==> src/rtl/pipeline_pkg.sv <==
// -----------------------------------------------------------------------------
// pipeline_pkg
// Types and constants shared by the writeback stage and its sequential
// multiplier.
//   regsel_t    : writeback source select (ALU / HI / LO; code 3 acts as ALU)
//   mul_state_t : multiplier FSM states
//   DATA_W      : datapath width
//   RADDR_W     : register-file address width
// -----------------------------------------------------------------------------
package pipeline_pkg;

    localparam int DATA_W  = 32;
    localparam int RADDR_W = 5;

    typedef enum logic [1:0] {
        RS_ALU = 2'd0,
        RS_HI  = 2'd1,
        RS_LO  = 2'd2
    } regsel_t;

    typedef enum logic [1:0] {
        IDLE = 2'd0,
        MUL  = 2'd1,
        FIX  = 2'd2
    } mul_state_t;

endpackage : pipeline_pkg

==> src/rtl/seq_multiplier.sv <==
// -----------------------------------------------------------------------------
// seq_multiplier
// Iterative shift-add multiplier. Signed operands are reduced to magnitudes,
// multiplied unsigned over WIDTH cycles, and the sign is restored in a final
// FIX cycle.
// Ports:
//   clk, rst   : clock, asynchronous active-high reset
//   start_i    : begin a multiply (honoured only in IDLE)
//   signed_i   : 1 = signed operands, 0 = unsigned
//   a_i, b_i   : operands
//   busy_o     : high in MUL and FIX
//   done_o     : high during FIX; product_o is valid in that cycle
//   product_o  : 2*WIDTH-bit result
// -----------------------------------------------------------------------------
module seq_multiplier
    import pipeline_pkg::*;
#(
    parameter int WIDTH = 32
) (
    input  logic                 clk,
    input  logic                 rst,
    input  logic                 start_i,
    input  logic                 signed_i,
    input  logic [WIDTH-1:0]     a_i,
    input  logic [WIDTH-1:0]     b_i,
    output logic                 busy_o,
    output logic                 done_o,
    output logic [2*WIDTH-1:0]   product_o
);

    localparam int CNT_W = $clog2(WIDTH);
    localparam logic [CNT_W-1:0] LAST_CNT = CNT_W'(WIDTH - 1);

    mul_state_t           state_q, state_d;
    logic [2*WIDTH-1:0]   acc_q, acc_d;
    logic [2*WIDTH-1:0]   mcand_q, mcand_d;
    logic [WIDTH-1:0]     mplier_q, mplier_d;
    logic [CNT_W-1:0]     count_q, count_d;
    logic                 neg_q, neg_d;

    logic [WIDTH-1:0]     a_mag;
    logic [WIDTH-1:0]     b_mag;

    // Negating the most negative value wraps to itself, which is exactly its
    // magnitude when read as unsigned.
    assign a_mag = (signed_i && a_i[WIDTH-1]) ? -a_i : a_i;
    assign b_mag = (signed_i && b_i[WIDTH-1]) ? -b_i : b_i;

    always_comb begin
        // NOTE: every signal written here gets a default first, so no path
        // leaves one unassigned and no latch is inferred.
        state_d  = state_q;
        acc_d    = acc_q;
        mcand_d  = mcand_q;
        mplier_d = mplier_q;
        count_d  = count_q;
        neg_d    = neg_q;

        case (state_q)
            IDLE: begin
                if (start_i) begin
                    state_d  = MUL;
                    acc_d    = '0;
                    mcand_d  = {{WIDTH{1'b0}}, a_mag};
                    mplier_d = b_mag;
                    count_d  = '0;
                    neg_d    = signed_i & (a_i[WIDTH-1] ^ b_i[WIDTH-1]);
                end
            end
            MUL: begin
                if (mplier_q[0]) begin
                    acc_d = acc_q + mcand_q;
                end
                mcand_d  = mcand_q << 1;
                mplier_d = mplier_q >> 1;
                count_d  = count_q + CNT_W'(1);
                if (count_q == LAST_CNT) begin
                    state_d = FIX;
                end
            end
            FIX: begin
                state_d = IDLE;
            end
            default: begin
                state_d = IDLE;
            end
        endcase
    end

    always_ff @(posedge clk or posedge rst) begin
        if (rst) begin
            state_q  <= IDLE;
            acc_q    <= '0;
            mcand_q  <= '0;
            mplier_q <= '0;
            count_q  <= '0;
            neg_q    <= 1'b0;
        end else begin
            state_q  <= state_d;
            acc_q    <= acc_d;
            mcand_q  <= mcand_d;
            mplier_q <= mplier_d;
            count_q  <= count_d;
            neg_q    <= neg_d;
        end
    end

    assign busy_o    = (state_q != IDLE);
    assign done_o    = (state_q == FIX);
    assign product_o = neg_q ? -acc_q : acc_q;

endmodule : seq_multiplier

==> src/rtl/writeback_hilo.sv <==
// -----------------------------------------------------------------------------
// writeback_hilo
// Writeback stage: registers each accepted EX instruction and drives the
// register-file write port, owns HI/LO (loaded by the sequential multiplier)
// and the GPIO output register. stall_EX holds upstream while a multiply runs.
// Ports:
//   clk, rst          : clock, asynchronous active-high reset
//   valid_EX          : instruction present in EX
//   regwrite_EX       : instruction writes a GPR
//   regsel_EX         : writeback source (0 ALU, 1 HI, 2 LO, 3 ALU)
//   enhilo_EX         : start a multiply
//   mult_signed_EX    : 1 = mult, 0 = multu
//   A_EX, B_EX        : multiply operands
//   alu_result_EX     : ALU result
//   writeaddr_EX      : destination register
//   gpio_we_EX        : GPIO write enable
//   gpio_data_EX      : GPIO write data
//   regwrite_WB       : register-file write enable
//   writeaddr_WB      : register-file write address
//   writedata_WB      : register-file write data
//   hi_out, lo_out    : HI/LO contents
//   stall_EX          : multiplier busy
//   gpio_out          : GPIO output register
// -----------------------------------------------------------------------------
module writeback_hilo #(
    parameter int WIDTH   = pipeline_pkg::DATA_W,
    parameter int RADDR_W = pipeline_pkg::RADDR_W
) (
    input  logic               clk,
    input  logic               rst,
    input  logic               valid_EX,
    input  logic               regwrite_EX,
    input  logic [1:0]         regsel_EX,
    input  logic               enhilo_EX,
    input  logic               mult_signed_EX,
    input  logic [WIDTH-1:0]   A_EX,
    input  logic [WIDTH-1:0]   B_EX,
    input  logic [WIDTH-1:0]   alu_result_EX,
    input  logic [RADDR_W-1:0] writeaddr_EX,
    input  logic               gpio_we_EX,
    input  logic [WIDTH-1:0]   gpio_data_EX,
    output logic               regwrite_WB,
    output logic [RADDR_W-1:0] writeaddr_WB,
    output logic [WIDTH-1:0]   writedata_WB,
    output logic [WIDTH-1:0]   hi_out,
    output logic [WIDTH-1:0]   lo_out,
    output logic               stall_EX,
    output logic [WIDTH-1:0]   gpio_out
);

    logic                 accept;
    logic                 mul_busy;
    logic                 mul_done;
    logic [2*WIDTH-1:0]   mul_product;

    logic                 regwrite_q, regwrite_d;
    logic [RADDR_W-1:0]   writeaddr_q;
    logic [WIDTH-1:0]     writedata_q, writedata_d;
    logic [WIDTH-1:0]     hi_q, lo_q;
    logic [WIDTH-1:0]     gpio_q;

    // Nothing in EX is taken while the multiplier is busy; the instruction
    // stays held upstream until stall_EX falls.
    assign accept = valid_EX & ~stall_EX;

    seq_multiplier #(
        .WIDTH (WIDTH)
    ) u_mul (
        .clk       (clk),
        .rst       (rst),
        .start_i   (accept & enhilo_EX),
        .signed_i  (mult_signed_EX),
        .a_i       (A_EX),
        .b_i       (B_EX),
        .busy_o    (mul_busy),
        .done_o    (mul_done),
        .product_o (mul_product)
    );

    // Writes to $0 are dropped here so the register file never sees them.
    assign regwrite_d = accept & regwrite_EX & (writeaddr_EX != '0);

    always_comb begin
        writedata_d = alu_result_EX;
        case (pipeline_pkg::regsel_t'(regsel_EX))
            pipeline_pkg::RS_HI: writedata_d = hi_q;
            pipeline_pkg::RS_LO: writedata_d = lo_q;
            default:             writedata_d = alu_result_EX;
        endcase
    end

    always_ff @(posedge clk or posedge rst) begin
        if (rst) begin
            regwrite_q  <= 1'b0;
            writeaddr_q <= '0;
            writedata_q <= '0;
            hi_q        <= '0;
            lo_q        <= '0;
            gpio_q      <= '0;
        end else begin
            // NOTE: state is updated with non-blocking assignments so every
            // register samples pre-edge values regardless of statement order.
            regwrite_q <= regwrite_d;
            if (accept) begin
                writeaddr_q <= writeaddr_EX;
                writedata_q <= writedata_d;
                if (gpio_we_EX) begin
                    gpio_q <= gpio_data_EX;
                end
            end
            if (mul_done) begin
                {hi_q, lo_q} <= mul_product;
            end
        end
    end

    assign regwrite_WB  = regwrite_q;
    assign writeaddr_WB = writeaddr_q;
    assign writedata_WB = writedata_q;
    assign hi_out       = hi_q;
    assign lo_out       = lo_q;
    assign gpio_out     = gpio_q;
    assign stall_EX     = mul_busy;

endmodule : writeback_hilo
==> config.mk <==
export PLATFORM = sky130hd
export DESIGN_NAME = writeback_hilo
export DESIGN_NICKNAME = d
export VERILOG_FILES = /design/src/rtl/pipeline_pkg.sv /design/src/rtl/seq_multiplier.sv /design/src/rtl/writeback_hilo.sv
export SDC_FILE = /design/constraint.sdc
export NUM_CORES = 1
export LEC_CHECK = 0
export BUFFER_PORTS_ARGS = -buffer_cell sky130_fd_sc_hd__buf_2
export CAP_MARGIN = 20
export CORE_UTILIZATION = 58
export DETAILED_ROUTE_END_ITERATION = 8
export PLACE_DENSITY = 0.81
export SYNTH_ARGS = -nofsm -noshare
export SYNTH_HDL_FRONTEND = slang
export SYNTH_SLANG_ARGS = --single-unit
export TNS_END_PERCENT = 1
==> constraint.sdc <==
create_clock -name clk -period 12.54 [get_ports clk]
set_input_delay 1.881 -clock clk [delete_from_list [all_inputs] [get_ports clk]]
set_output_delay 1.881 -clock clk [all_outputs]
set_load 0.005 [all_outputs]
==> flow_metrics.py, run 1 <==
metrics = {
    "status": {
        "status": "finished with violations",
        "violations": "DRC",
    },
    "detailed_routing": {
        "vias": 16861,
        "drc": 66,
        "ant_nets": 0,
        "dr.pass1.iters": 9,
        "drtIter0Drc": 1510,
        "wl_per_cell_um": 19.9,
        "drt_wl_total_mm": 54.1,
        "viasPerCell": 6.21,
    },
    "global_route": {
        "grt_pass1_vias": 15492,
        "overflow": 0,
        "antenna_found_initial": 2,
        "grt_start_max_net_pins": 129,
        "grt_usage_pct": 33.6,
        "grt_first_pass_wirelength_mm": 84.4,
    },
    "floorplanning": {
        "initial_core_util_pct": 59.1,
        "ioPinCount": 277,
        "dieArea_mm2": 0.0321,
        "coreArea_mm2": 0.0307,
        "die_x_um": 179,
        "rows": 64,
        "fp.dieH_um": 179,
    },
    "yosys": {
        "synth_nets": 2306,
        "ys_types": 62,
        "ys_seq_area_share_pct": 41.6,
        "synth_seq_cells": 302,
        "synth_warnings": 0,
        "syn_inst": 2093,
        "synth_most_common_cell": "nand2_1",
        "synth_top_cells_by_area": "dfrtp_1 (42%), o21ai_0 (8.5%), nand2_1 (6.4%)",
        "synth_top_cell_area_share_pct": 41.6,
        "syn-cell-area_mm2": 0.0182,
        "yosys.area.top_type": "dfrtp_1",
        "synth_ff_type": "dfrtp_1",
        "synth_area_per_cell_um2": 8.69,
        "ys_async_sr_fraction_pct": 100,
        "synth_edf_count": 0,
        "synth_common_cells": "nand2_1 (312), o21ai_0 (310), dfrtp_1 (302), a21oi_1 (141), clkbuf_1 (114)",
    },
    "power": {
        "pwr-share-clk_pct": 19.7,
        "leakagePower_nw": 9.45,
        "combPwrFrac_pct": 45.8,
        "p_seq_share_pct": 34.5,
        "p_per_area_mw_per_mm2": 248,
        "switchingPower_w": 0.00226,
        "vdd_drop_max_mv": 0.103,
        "intPower_w": 0.00292,
        "p_sw_share_pct": 43.7,
    },
    "clock_network": {
        "hold_buffers": 0,
        "cts_tree": "built",
        "cts_buffers": 34,
        "clock_path_buffers": 3,
        "cts_max_level": 2,
        "worst_skew_pair.late_latency_ns": 0.52,
        "cts_resized": 0,
        "post-cts-setup-buffer-count": 0,
        "clockRootBuffer": "clkbuf_16",
        "path_clk_slew_ns": 0.06,
        "clkSinkCount": 302,
    },
    "timing": {
        "tightestPinTransition_ns": 1.04,
        "fmax_mhz": 228,
        "hold_viol_final": 0,
        "max-slew-margin-rel_pct": 30.4,
        "min_period_over_period_pct": 35.0,
        "rsz0062_at_grt": "no",
        "finalClockSkew_ns": 0.0176,
        "maxSlewViolCount": 0,
        "setup_viol": 0,
        "tns_ns": 0,
        "period_needed_ns": 4.39,
    },
    "placed_design": {
        "gp_congestion": 0.927,
        "place_area_mm2": 0.0198,
        "dp_hpwl_mm": 39.6,
        "portBuffers": 276,
    },
    "critical_path": {
        "crit_path_max_fanout": 4,
        "cp.required_ns": 12.89,
        "worstSetupEndpointType": "flop",
        "crit_type": "in2reg",
        "critical_path_arrival_ns": 4.73,
        "worstSetupStartpointType": "input port",
    },
    "job": {
        "cap_violations": 0,
    },
    "finish": {
        "post-route-util_pct": 68.1,
        "area_growth_pct": 15.2,
        "drive_gt1_share_pct": 17.5,
        "nNetsFinal": 2510,
        "stdcell_area_mm2": 0.0209,
        "fillers": 2496,
    },
    "min_path": {
        "hp-class": "reg2reg",
    },
}
## cell type report
type	instances	area, um2	share of cell area (%)
inverters	33	131	0.627
flip-flops and latches	302	7560	36.1
clock inverters	10	134	0.639
clock buffers	49	1010	4.82
diodes	1	2.50	0.0119
well taps	396	495	2.37
multi-input cells	1633	10100	48.1
repair buffers	293	1540	7.36
## logic make-up after synthesis
family | synth area share [%]
AND/OR/NAND/NOR | 16.4
buffers and inverters | 3.27
multiplexers | 2.21
XOR/XNOR | 8.19
AO/OA/AOI/OAI | 23.4
adder cells (fa/ha/maj) | 4.93
flip-flops | 41.6
## sequential cells by signal, summed over array words and instances (netlist names)
register	cells
u_mul.acc_q	64
u_mul.count_q	5
u_mul.state_q	2
hi_out	32
regwrite_WB	1
gpio_out	32
writedata_WB	32
u_mul.mplier_q	32
lo_out	32
writeaddr_WB	5
u_mul.mcand_q	64
u_mul.neg_q	1
## power by group through the flow
stage	registers (W)	logic [W]	clock network (W)
floorplan	0.00161	0.00172	0
global placement	0.00176	0.00226	0
detailed placement	0.00177	0.00233	0
CTS	0.00176	0.00234	0.00103
global route	0.00183	0.00266	0.00107
finish	0.00179	0.00238	0.00102
## through the flow
step | hold WS, ns | std cells | total power [W] | worst slack (ns)
after CTS | 0.478 | 2714 | 0.00513 | 8.18
after global placement | 0.459 | 2654 | 0.00402 | 7.77
after global routing | 0.499 | 2717 | 0.00556 | 7.86
final | 0.479 | 2717 | 0.00519 | 8.15
after detailed placement | 0.465 | 2655 | 0.00410 | 7.67
after floorplan | 0.449 | 2093 | 0.00333 | 2.31
## layout by cell type (no fill, tap or decap), types with 14 or more instances in the layout
cell,Yosys,layout
o41ai_1,15,15
nand3_1,65,65
buf_4,0,14
or4_1,17,17
nor3_1,21,21
nand2_1,312,309
or3_1,22,22
buf_2,1,276
mux2_2,33,33
o21ai_0,310,310
o31ai_1,43,43
xnor2_1,60,60
xor2_1,110,110
clkbuf_16,0,35
nand4_1,27,27
nor2_1,102,100
dfrtp_1,302,301
inv_1,33,32
o21bai_1,14,14
ha_1,70,69
a21oi_1,141,141
a22oi_1,90,90
a21o_1,28,28
## layer usage
metal  part of all wire, %  vias up  track usage (%)
met3                   8.9      127             7.10
li1                      -     7967                -
met1                    42     8024             45.2
met5                 0.024        -                0
met2                    45      741             52.3
met4                   4.3        2             14.5
## final timing paths
path	start	endpoint	slack [ns]	cells past startpoint
max in group asynchronous	rst	u_mul.neg_q$_DFFE_PP0P_	9.55	3
setup reg to reg	u_mul.mcand_q[0]$_DFFE_PP0P_	u_mul.acc_q[52]$_DFFE_PP0P_	8.71	12
hold reg to reg	writedata_WB[30]$_DFFE_PP0P_	writedata_WB[30]$_DFFE_PP0P_	0.48	2
min in group asynchronous	rst	writedata_WB[6]$_DFFE_PP0P_	1.49	2
hold / removal	writedata_WB[30]$_DFFE_PP0P_	writedata_WB[30]$_DFFE_PP0P_	0.48	2
setup / recovery	B_EX[4]	u_mul.mplier_q[29]$_DFFE_PP0P_	8.15	10
## critical path: stages
cell	delay, ns
buf_2	0.12
nor4_1	0.50
nand3_1	0.21
or4_1	0.56
or2_2	0.35
nor3_1	0.36
nand2_1	0.15
o41ai_1	0.33
xor2_1	0.17
o21ai_0	0.09
(Power assumes the default switching activity.)
==> run 2, diff against run 1 <==
--- a/config.mk
+++ b/config.mk
@@ -7,9 +7,9 @@
 export LEC_CHECK = 0
 export BUFFER_PORTS_ARGS = -buffer_cell sky130_fd_sc_hd__buf_2
 export CAP_MARGIN = 20
-export CORE_UTILIZATION = 58
+export CORE_UTILIZATION = 53
 export DETAILED_ROUTE_END_ITERATION = 8
-export PLACE_DENSITY = 0.81
+export PLACE_DENSITY = 0.78
 export SYNTH_ARGS = -nofsm -noshare
 export SYNTH_HDL_FRONTEND = slang
 export SYNTH_SLANG_ARGS = --single-unit
==> constraint.sdc (replaced) <==
create_clock -name clk -period 3.8 [get_ports clk]
set_input_delay 0.57 -clock clk [delete_from_list [all_inputs] [get_ports clk]]
set_output_delay 0.57 -clock clk [all_outputs]
set_load 0.005 [all_outputs]
==> flow_metrics.py, run 2 (same netlist as run 1, synthesis figures left out) <==
metrics = {
    "timing": {
        "max-slew-margin-rel_pct": 30.8,
        "finalClockSkew_ns": 0.0267,
        "period_needed_ns": 3.50,
        "tightestPinTransition_ns": 1.04,
        "holdWs_ns": 0.192,
        "setup_viol": 0,
        "maxSlewViolCount": 0,
        "min_period_over_period_pct": 92.2,
        "fmax_mhz": 285,
        "rsz0062_at_grt": "no",
        "hold_viol_final": 0,
    },
    "clock_network": {
        "cts_tree": "built",
        "worst_skew_pair.late_latency_ns": 0.53,
        "clkSinkCount": 302,
        "clock_path_buffers": 3,
        "path_clk_slew_ns": 0.06,
        "cts_max_level": 2,
        "post-cts-setup-buffer-count": 0,
        "cts_resized": 0,
        "hold_buffers": 0,
        "clockRootBuffer": "clkbuf_16",
        "cts_buffers": 35,
    },
    "critical_path": {
        "cp.required_ns": 4.16,
        "worstSetupStartpointType": "flop",
        "crit_path_max_fanout": 8,
        "critical_path_arrival_ns": 3.86,
        "crit_type": "reg2reg",
        "worstSetupEndpointType": "flop",
    },
    "finish": {
        "num_antenna_cells": 0,
        "drive_gt1_share_pct": 18.6,
        "post-route-util_pct": 63.4,
        "fillers": 2845,
        "mostFrequentLayoutCell": "o21ai_0",
        "area_growth_pct": 17.3,
        "top_regs": "u_mul.acc_q: 64 flops, u_mul.mcand_q: 64 flops",
        "nNetsFinal": 2539,
        "layout_common_cells": "o21ai_0 (310), nand2_1 (309), dfrtp_1 (301)",
    },
    "detailed_routing": {
        "dr.pass1.iters": 5,
        "wl_per_cell_um": 19.8,
        "vias": 17033,
        "viasPerCell": 6.08,
        "drt_wl_total_mm": 55.5,
        "drtIter0Drc": 1371,
        "ant_nets": 0,
        "drc": 0,
    },
    "global_route": {
        "grt_usage_pct": 31.5,
        "overflow": 0,
        "antenna_found_initial": 0,
        "grt_first_pass_wirelength_mm": 88.3,
        "grt_start_max_net_pins": 112,
        "grt_pass1_vias": 16181,
    },
    "power": {
        "leakagePower_nw": 9.64,
        "intPower_w": 0.00982,
        "pwr-share-clk_pct": 20.0,
        "combPwrFrac_pct": 46.7,
        "vdd_drop_max_mv": 0.398,
        "p_seq_share_pct": 33.3,
        "p_per_area_mw_per_mm2": 818,
        "p_sw_share_pct": 43.7,
        "switchingPower_w": 0.00762,
    },
    "placed_design": {
        "portBuffers": 276,
        "gp_congestion": 0.995,
        "dp_hpwl_mm": 42.0,
    },
    "floorplanning": {
        "coreArea_mm2": 0.0336,
        "ioPinCount": 277,
        "rows": 67,
        "dieArea_mm2": 0.0351,
        "fp.dieH_um": 187,
        "initial_core_util_pct": 54.1,
        "die_x_um": 187,
    },
    "status": {
        "status": "finished clean",
    },
    "min_path": {
        "hp-class": "in2async",
    },
    "job": {
        "cap_violations": 0,
    },
}
-- run 2: worst paths after layout --
| kind | from | endpoint | slack [ns] | cells past startpoint |
|---|---|---|---|---|
| setup / recovery | u_mul.acc_q[12]$_DFFE_PP0P_ | hi_out[29]$_DFFE_PP0N_ | 0.30 | 9 |
| hold / removal | rst | lo_out[6]$_DFFE_PP0N_ | 0.19 | 2 |
| setup reg to reg | u_mul.acc_q[12]$_DFFE_PP0P_ | hi_out[29]$_DFFE_PP0N_ | 0.30 | 9 |
| hold reg to reg | writedata_WB[16]$_DFFE_PP0P_ | writedata_WB[16]$_DFFE_PP0P_ | 0.48 | 2 |
| max in group asynchronous | rst | u_mul.neg_q$_DFFE_PP0P_ | 2.78 | 3 |
| min in group clk | writeaddr_EX[0] | writeaddr_WB[0]$_DFFE_PP0P_ | 0.26 | 3 |
-- run 2: per-stage QoR --
| step | total power (W) | worst slack [ns] | area (um2) | cells | setup TNS (ns) |
|---|---|---|---|---|---|
| after global routing | 0.0186 | 0.0472 | 21300 | 2800 | 0 |
| after global placement | 0.0136 | 0.374 | 20100 | 2736 | 0 |
| final | 0.0174 | 0.297 | 21300 | 2800 | 0 |
| after CTS | 0.0173 | 0.297 | 21300 | 2799 | 0 |
| after floorplan | 0.0110 | -0.785 | 18200 | 2093 | -237.08 |
| after detailed placement | 0.0138 | 0.306 | 20100 | 2736 | 0 |
-- run 2: power by group through the flow --
stage	Sequential, W	Combinational [W]	Clock (W)
2_1_floorplan	0.00532	0.00568	0
3_3_place_gp	0.00573	0.00783	0
3_5_place_dp	0.00579	0.00797	0
4_1_cts	0.00575	0.00804	0.00353
5_1_grt	0.00594	0.00905	0.00364
6_report	0.00580	0.00815	0.00349
-- run 2: metal layers --
layer	wire length (um)	share of wire (%)	track usage [%]
met5	0	0	0
met2	25100	45	50.1
met3	3900	7.0	3.60
met1	24400	44	43.9
met4	2140	3.9	12.5
-- run 2: critical path, cell delays in order (launching register included) --
cell and delay, ns:
dfrtp_1 0.43, or4_4 0.57, or4_4 0.47, or4_4 0.55, nand2b_4 0.19, or3_4 0.42, nand2b_4 0.17, o31ai_1 0.31
xor2_1 0.18, o21ai_1 0.07
-- run 2: cell type report --
| cell class | instances | area [um2] | area share [%] |
|---|---|---|---|
| Sequential cell | 302 | 7560 | 35.4 |
| Clock buffer | 51 | 1050 | 4.91 |
| Inverter | 33 | 128 | 0.598 |
| Clock inverter | 12 | 154 | 0.722 |
| Tap cell | 448 | 561 | 2.63 |
| Timing Repair Buffer | 321 | 1810 | 8.47 |
| Multi-Input combinational cell | 1633 | 10100 | 47.2 |
